--- src/rtl/cfg_loader_pkg.sv ---
// Shared definitions for the configuration frame loader: default sizing,
// cfg_word field offsets and the write-sequencer state encoding.
package cfg_loader_pkg;

    localparam int DEF_ADDR_W          = 7;
    localparam int DEF_EXPECTED_WRITES = 56;
    localparam int DEF_CNT_W           = 8;

    // cfg_word layout: {parity, address[ADDR_W-1:0], data}
    localparam int DATA_BIT = 0;
    localparam int ADDR_LSB = 1;

    // The parity bit sits directly above the address field.
    function automatic int parity_bit(input int addr_w);
        return addr_w + 1;
    endfunction

    typedef enum logic [2:0] {
        ST_IDLE,
        ST_ARMED,
        ST_SETUP,
        ST_STROBE,
        ST_HOLD
    } state_e;

endpackage

--- src/rtl/cfg_parity_chk.sv ---
// Combinational even-parity checker for one configuration word.
// parity_ok is high when payload plus parity bit hold an even number of ones.
module cfg_parity_chk #(
    parameter int PAYLOAD_W = 8
) (
    input  logic [PAYLOAD_W-1:0] payload,
    input  logic                 parity,
    output logic                 parity_ok
);

    assign parity_ok = ~((^payload) ^ parity);

endmodule

--- src/rtl/cfg_frame_loader.sv ---
// Configuration frame loader: accepts {parity, address, data} words on a
// valid/ready stream and turns each into a SETUP/STROBE/HOLD write cycle on
// the tile's enable/address/data_in bus, counting writes until a frame is
// complete.
// Optional build macro CFG_FRAME_LOADER_PARITY_EN: when defined, words failing
// even parity are consumed without a write and raise a sticky err.
module cfg_frame_loader
    import cfg_loader_pkg::*;
#(
    parameter int ADDR_W          = DEF_ADDR_W,
    parameter int EXPECTED_WRITES = DEF_EXPECTED_WRITES,
    parameter int CNT_W           = DEF_CNT_W
) (
    input  logic              prog_clk,
    input  logic              pReset_n,
    input  logic              cfg_start,
    input  logic [ADDR_W+1:0] cfg_word,
    input  logic              cfg_valid,
    output logic              cfg_ready,
    output logic              enable,
    output logic [ADDR_W-1:0] address,
    output logic              data_in,
    output logic              busy,
    output logic              done,
    output logic [CNT_W-1:0]  wr_count,
    output logic              err
);

    localparam int               PARITY_BIT = parity_bit(ADDR_W);
    localparam logic [CNT_W-1:0] FRAME_CNT  = CNT_W'(EXPECTED_WRITES);

    state_e            state_q,     state_d;
    logic              cfg_ready_q, cfg_ready_d;
    logic              enable_q,    enable_d;
    logic [ADDR_W-1:0] address_q,   address_d;
    logic              data_in_q,   data_in_d;
    logic              busy_q,      busy_d;
    logic              done_q,      done_d;
    logic [CNT_W-1:0]  wr_count_q,  wr_count_d;
    logic              err_q,       err_d;
    logic              word_ok;

`ifdef CFG_FRAME_LOADER_PARITY_EN
    // Even-parity screen over the whole incoming word.
    cfg_parity_chk #(
        .PAYLOAD_W (ADDR_W + 1)
    ) u_parity_chk (
        .payload   (cfg_word[ADDR_W:0]),
        .parity    (cfg_word[PARITY_BIT]),
        .parity_ok (word_ok)
    );
`else
    logic unused_parity;
    assign unused_parity = cfg_word[PARITY_BIT];
    assign word_ok       = 1'b1;
`endif

    // Next-state and next-output computation for the write sequencer.
    always_comb begin
        // NOTE: every _d starts from its held value so no path leaves a
        // signal unassigned, which would otherwise infer a latch.
        state_d    = state_q;
        address_d  = address_q;
        data_in_d  = data_in_q;
        busy_d     = busy_q;
        done_d     = done_q;
        wr_count_d = wr_count_q;
        err_d      = err_q;

        unique case (state_q)
            ST_IDLE: begin
                if (cfg_start) begin
                    state_d    = ST_ARMED;
                    wr_count_d = '0;
                    done_d     = 1'b0;
                    err_d      = 1'b0;
                    busy_d     = 1'b1;
                end
            end
            ST_ARMED: begin
                if (cfg_valid && cfg_ready_q) begin
                    if (word_ok) begin
                        address_d = cfg_word[ADDR_LSB +: ADDR_W];
                        data_in_d = cfg_word[DATA_BIT];
                        state_d   = ST_SETUP;
                    end else begin
                        // Bad word is swallowed; stay armed for the next one.
                        err_d = 1'b1;
                    end
                end
            end
            ST_SETUP: begin
                state_d = ST_STROBE;
            end
            ST_STROBE: begin
                state_d = ST_HOLD;
                if (wr_count_q != FRAME_CNT) begin
                    wr_count_d = wr_count_q + 1'b1;
                end
            end
            ST_HOLD: begin
                if (wr_count_q == FRAME_CNT) begin
                    done_d  = 1'b1;
                    busy_d  = 1'b0;
                    state_d = ST_IDLE;
                end else begin
                    state_d = ST_ARMED;
                end
            end
            default: begin
                state_d = ST_IDLE;
            end
        endcase

        // Strobe and ready are decoded from the next state so they come out
        // of flops and line up exactly with the state they belong to.
        enable_d    = (state_d == ST_STROBE);
        cfg_ready_d = (state_d == ST_ARMED);
    end

    // State and registered outputs; reset drops enable at once, discarding
    // any write in flight.
    always_ff @(posedge prog_clk or negedge pReset_n) begin
        if (!pReset_n) begin
            state_q     <= ST_IDLE;
            cfg_ready_q <= 1'b0;
            enable_q    <= 1'b0;
            address_q   <= '0;
            data_in_q   <= 1'b0;
            busy_q      <= 1'b0;
            done_q      <= 1'b0;
            wr_count_q  <= '0;
            err_q       <= 1'b0;
        end else begin
            // NOTE: non-blocking assignments so every flop samples the values
            // from before this edge, independent of statement order.
            state_q     <= state_d;
            cfg_ready_q <= cfg_ready_d;
            enable_q    <= enable_d;
            address_q   <= address_d;
            data_in_q   <= data_in_d;
            busy_q      <= busy_d;
            done_q      <= done_d;
            wr_count_q  <= wr_count_d;
            err_q       <= err_d;
        end
    end

    assign cfg_ready = cfg_ready_q;
    assign enable    = enable_q;
    assign address   = address_q;
    assign data_in   = data_in_q;
    assign busy      = busy_q;
    assign done      = done_q;
    assign wr_count  = wr_count_q;
    assign err       = err_q;

endmodule

--- config.mk ---
export PLATFORM = sky130hd
export DESIGN_NAME = cfg_frame_loader
export DESIGN_NICKNAME = d
export VERILOG_FILES = /design/src/rtl/cfg_loader_pkg.sv /design/src/rtl/cfg_parity_chk.sv /design/src/rtl/cfg_frame_loader.sv
export SDC_FILE = /design/constraint.sdc
export NUM_CORES = 1
export LEC_CHECK = 0
export ABC_AREA = 1
export CORE_MARGIN = 10
export CORE_UTILIZATION = 46
export CTS_BUF_LIST = sky130_fd_sc_hd__clkbuf_16
export CTS_CLUSTER_DIAMETER = 60
export DETAILED_ROUTE_END_ITERATION = 6
export GPL_TIMING_DRIVEN = 0
export PLACE_DENSITY = 0.9
export RECOVER_POWER = 25
export SETUP_SLACK_MARGIN = 0.1
export SKIP_LAST_GASP = 1
export SLEW_MARGIN = 20
export SYNTH_ARGS = -nofsm -noshare
export SYNTH_HDL_FRONTEND = slang
export SYNTH_HIERARCHICAL = 1
export SYNTH_SLANG_ARGS = --single-unit
export TNS_END_PERCENT = 100
--- constraint.sdc ---
create_clock -name prog_clk -period 1.6 [get_ports prog_clk]
set_input_delay 0.48 -clock prog_clk [delete_from_list [all_inputs] [get_ports prog_clk]]
set_output_delay 0.48 -clock prog_clk [all_outputs]
set_load 0.05 [all_outputs]
After elaboration in Yosys (flattened, before gate mapping)
Cells that the tools add are included.

storage, ports and cells
  bits in registers = 23
  bits in latches = 0
  bits in writable memories = 0
  bits in read-only memories = 0
  bits of input ports = 13
  memories kept = 0

cells by class
  $add $sub $neg = 1
  $mul = 0
  div/mod/pow operators = 0
  magnitude comparators = 0
  eq/ne operators = 11
  shift-type cells = 0
  multiplexer cells = 13
  bitwise gates (word level) = 0
  reduce and logical (&&, ||, !) cells = 7

operator list
  cell                                                    number
  2-to-1 mux 8 bit                                        2
  one-hot mux 8 bit (2 select lines)                      1
  one-hot mux 3 bit (5 select lines)                      1
  == test 3 x 2 -> 1 bit (second input constant)          3
  adder 8 x 1 -> 8 bit (second input constant)            1
  == test 8 x 6 -> 1 bit (second input constant)          1
  inequality test 8 x 6 -> 1 bit (second input constant)  1
  == test 3 x 1 -> 1 bit (second input constant)          2
  2-to-1 mux 3 bit                                        2
  inequality test 2 bit (second input constant)           3
  AND reduction 3 bit                                     2
  2-to-1 mux 1 bit                                        5
  one-hot mux 1 bit (2 select lines)                      2
  nonzero test 2 bit                                      2
  == test 3 bit (second input constant)                   1
  logical NOT 3 bit                                       1
  AND reduction 2 bit                                     1
  logical AND 1 bit                                       1

Depth between registers and ports, before layout
  depth in word-level cells = 4
  mapped depth = 9
  mapped depth without buffers = 9

Worst setup path before layout
No wires, ideal clock.

  path kind = reg2reg
  from = reg wr_count_q[1], in the netlist wr_count[1]
  to = reg wr_count_q[6], in the netlist wr_count[6]
  library setup time = 118 ps
  arrival time = 1427 ps
  required time = 1482 ps
  slack = 55 ps
  cell stages (with the launch flop) = 9
  buffers on the path = 0
  clock period less this slack = 1545 ps
  path through = dfrtp_1 ha_1 nand2_1 inv_1 nand2_1 nor2_1 nand2_1 nand3_1 nand2_1

between the ends
  longest elaborated chain between the ends = 3

ends and longest elaborated chain
  item                                                                              RTL line                                        source
  start, declared                                                                   cfg_frame_loader.sv:39                          logic [CNT_W-1:0] wr_count_q, wr_count_d;
  start signal, assigned                                                            cfg_frame_loader.sv:144                         wr_count_q <= wr_count_d;
  adder 8 x 1 -> 8 bit / inequality test 8 x 6 -> 1 bit (equally long branches)     cfg_frame_loader.sv:98, cfg_frame_loader.sv:97
  2-to-1 mux 8 bit / inequality test 2 bit (equally long branches)                  -
  one-hot mux 8 bit (2 select lines) / AND reduction 3 bit (equally long branches)  -

Parallel ways exist; a longest one is shown, timed or not. The select of a mux whose other input is x is not followed.
A chain may end at the register's enable or synchronous reset.

Worst setup path after layout
  from = reg data_in_q, in the netlist data_in
  to = out data_in

RTL lines
  item                    RTL line                 source
  start, declared         cfg_frame_loader.sv:36   logic data_in_q, data_in_d;
  start signal, assigned  cfg_frame_loader.sv:141  data_in_q <= data_in_d;
  end, declared           cfg_frame_loader.sv:22   output logic data_in,

No word-level cell between the ends.

==> metrics.txt <==
Placed Area 1483 sq um; Cells after Synth 142; # diodes 0; # IOs 34; Yosys reg bits 23; Placer Congestion 0.8150; Simple-Gate Fraction of Synth Area 38.81%; Ys Warns 6; Hold-fix buffers, CTS 0; DRT Pass-1 Iters 4; largest delay contributor family on the critical path buffers and inverters; Synth Area in Compound Gates 1.544%; post-route cell area 1548 sq um; CTS tree yes; WP data arrival 990 ps; fmax 682.0 MHz; Max FO, Critical Path 2; setup violators final 0; vias after detailed routing 1024; area added between synthesis and finish 36.38%; syn_area_per_cell 7.992 sq um; vias in the first global route 1118; Worst Path Buf+Inv 1; Max VDD drop 1.062 mV; CTS root buffer clkbuf_16; fin crit share 91.64%; outcome finished clean; H-tree levels 1; Tightest Pin Transition 1174 ps; Clk pin slew, worst setup/hold paths 60 ps; initial antenna violation count 0; Req. time, crit path 1120 ps; xor-xnor portion of the synthesized cell area 0.7718%; sequential fraction of the synthesis area 50.72%; Lkg Pwr 0.0008145 uW; clk sinks 23; drt via density 4.995; crit path time final 1466 ps; Die Area 4854 sq um; Worst setup SP type flop; final cell count without fillers 205; Power Density 1760 nW/um^2; DP Cell Count 201; final WL 2789 um; Design Power 2724 uW; CP max-delay cell clkdlybuf4s15_2; CP cell instances clkdlybuf4s15_2; CP endpoint kind primary output; crit path kind flop to primary output; CTS Buf Count 3; dpl ws -200.1 ps; relative slew slack 21.76%; hpwl dp 2193 um; port buffer count 31; largest net degree at the start of global routing 24; Synth Net Count 157; Final ANT Viol Nets 0; final net count 193; drt wl/cell 13.60 um; cell area after synthesis 1135 sq um; largest family of logic cells by synthesized area simple AND/OR/NAND/NOR gates; Rows 17; MaxCap Viol Count 0; Fill cells 198; Synth cell types 22; slowest stage delay, CP 380 ps; Tot GR Track Use 12.53%; multi-input logic area 500.5 sq um; Setup WS post-layout 133.8 ps; gr ovfl total 0; Reg area 580.6 sq um; DRC Markers 0; Die W 69.67 um; starting density of the core 49.86%; Slew Limit Fails 0; CTS max path bufs 2; Post-Synth Adder-Cell Area 2.205%; layout cells sized above 1 24.86%; first-pass GRT wire length 5147 um; Worst Skew 1.627 ps; Iteration-0 DRC Markers 31; endpoints failing hold 0; die height 69.67 um; Core Region 2276 sq um; mux contribution to synthesized area 0%; hold crit path type input pin to async pin; Clock Latency Late Sink 250 ps; RSZ-0062 raised after global routing false
sequential cells by signal, summed over array words and instances, names as in the netlist:
name and cells:
wr_count 8, address 7, state_q 3, busy 1, cfg_ready 1, data_in 1
done 1, enable 1
power by group:
part | leakage [uW] | internal [uW] | total [uW] | switching [uW]
clock | 0.0000423 | 333 | 525 | 192
sequential | 0.000292 | 756 | 874 | 118
combinational | 0.000480 | 369 | 1330 | 957
cell usage after synthesis, drive strengths merged:
cell	number	area share (%)
o21bai	1	0.66
o21ai	1	0.44
ha	2	2.2
nor2	10	4.2
xnor2	1	0.77
nand2	63	23
nand3b	1	0.66
nor3	2	0.88
inv	15	5.0
nand4	1	0.55
nand3	19	9.9
dfrtp	23	51
buf	1	0.66
a21oi	1	0.44
conb	1	0.33
worst register-to-register path, delay by kind of cell (launching register included):
family / cells / cell delay (ps)
simple gates: 6 / 510
flops: 1 / 440
fa+ha+maj: 1 / 160
buf+inv: 2 / 150
path summary, 6_finish.rpt:
check | startpoint | to | slack, ps | cells after the start
worst max-delay path | data_in | data_in | 130 | 1
worst min-delay path | pReset_n | state_q[1] | 450 | 1
worst max register to register | wr_count[0] | wr_count[0] | 250 | 9
worst min register to register | busy | busy | 470 | 2
max in group asynchronous | pReset_n | wr_count[2] | 380 | 1
min in group prog_clk | busy | busy | 470 | 2
per-stage QoR:
stage | hold slack [ps] | TNS (ps) | utilization [%]
after floorplan | 184.4 | 0 | -
after global placement | 452.6 | -3908 | 65.15
after detailed placement | 457.6 | -4495 | 65.15
after CTS | 472.8 | 0 | 67.56
after global routing | 493.0 | 0 | 68.00
final | 447.2 | 0 | 68.00
layout make-up:
class / count / share of cell area (%)
repair buffers: 31 / 18.67
inverters: 15 / 3.638
well taps: 28 / 2.264
flip-flops and latches: 23 / 37.51
plain buffers: 1 / 0.4850
multi-input cells: 103 / 32.34
clock buffers: 3 / 4.850
clock inverters: 1 / 0.2425
timing repair:
action,CTS,global route
gates cloned,0,0
endpoints found under the hold margin,0,0
pin swaps,0,1
setup endpoints to repair,22,6
buffers inserted,0,0
resized for setup,78,8
placed cells by master, fill, tap and decap left out, types with 4 or more instances in the layout:
cell / n
inv_2: 6
nor2_1: 8
nand3_1: 17
inv_1: 10
clkdlybuf4s15_2: 12
nand2_1: 57
clkdlybuf4s50_1: 10
buf_2: 4
nand2_2: 4
dfrtp_2: 4
dfrtp_1: 19
cells by family (layout without fill, tap and decap cells):
logic type	after synthesis	count (layout)
AND/OR/NAND/NOR	96	96
flip-flops	23	23
buffers and inverters	16	51
AO/OA/AOI/OAI	3	3
adder cells (fa/ha/maj)	2	2
other	1	1
XOR/XNOR	1	1
per-layer routing:
metal / GRT usage [%] / routed length (um)
met1: 14.60 / 1232
met2: 21.27 / 1344
met3: 3.852 / 183
met4: 3.913 / 28
met5: 0 / 0
(Power assumes the default switching activity.)
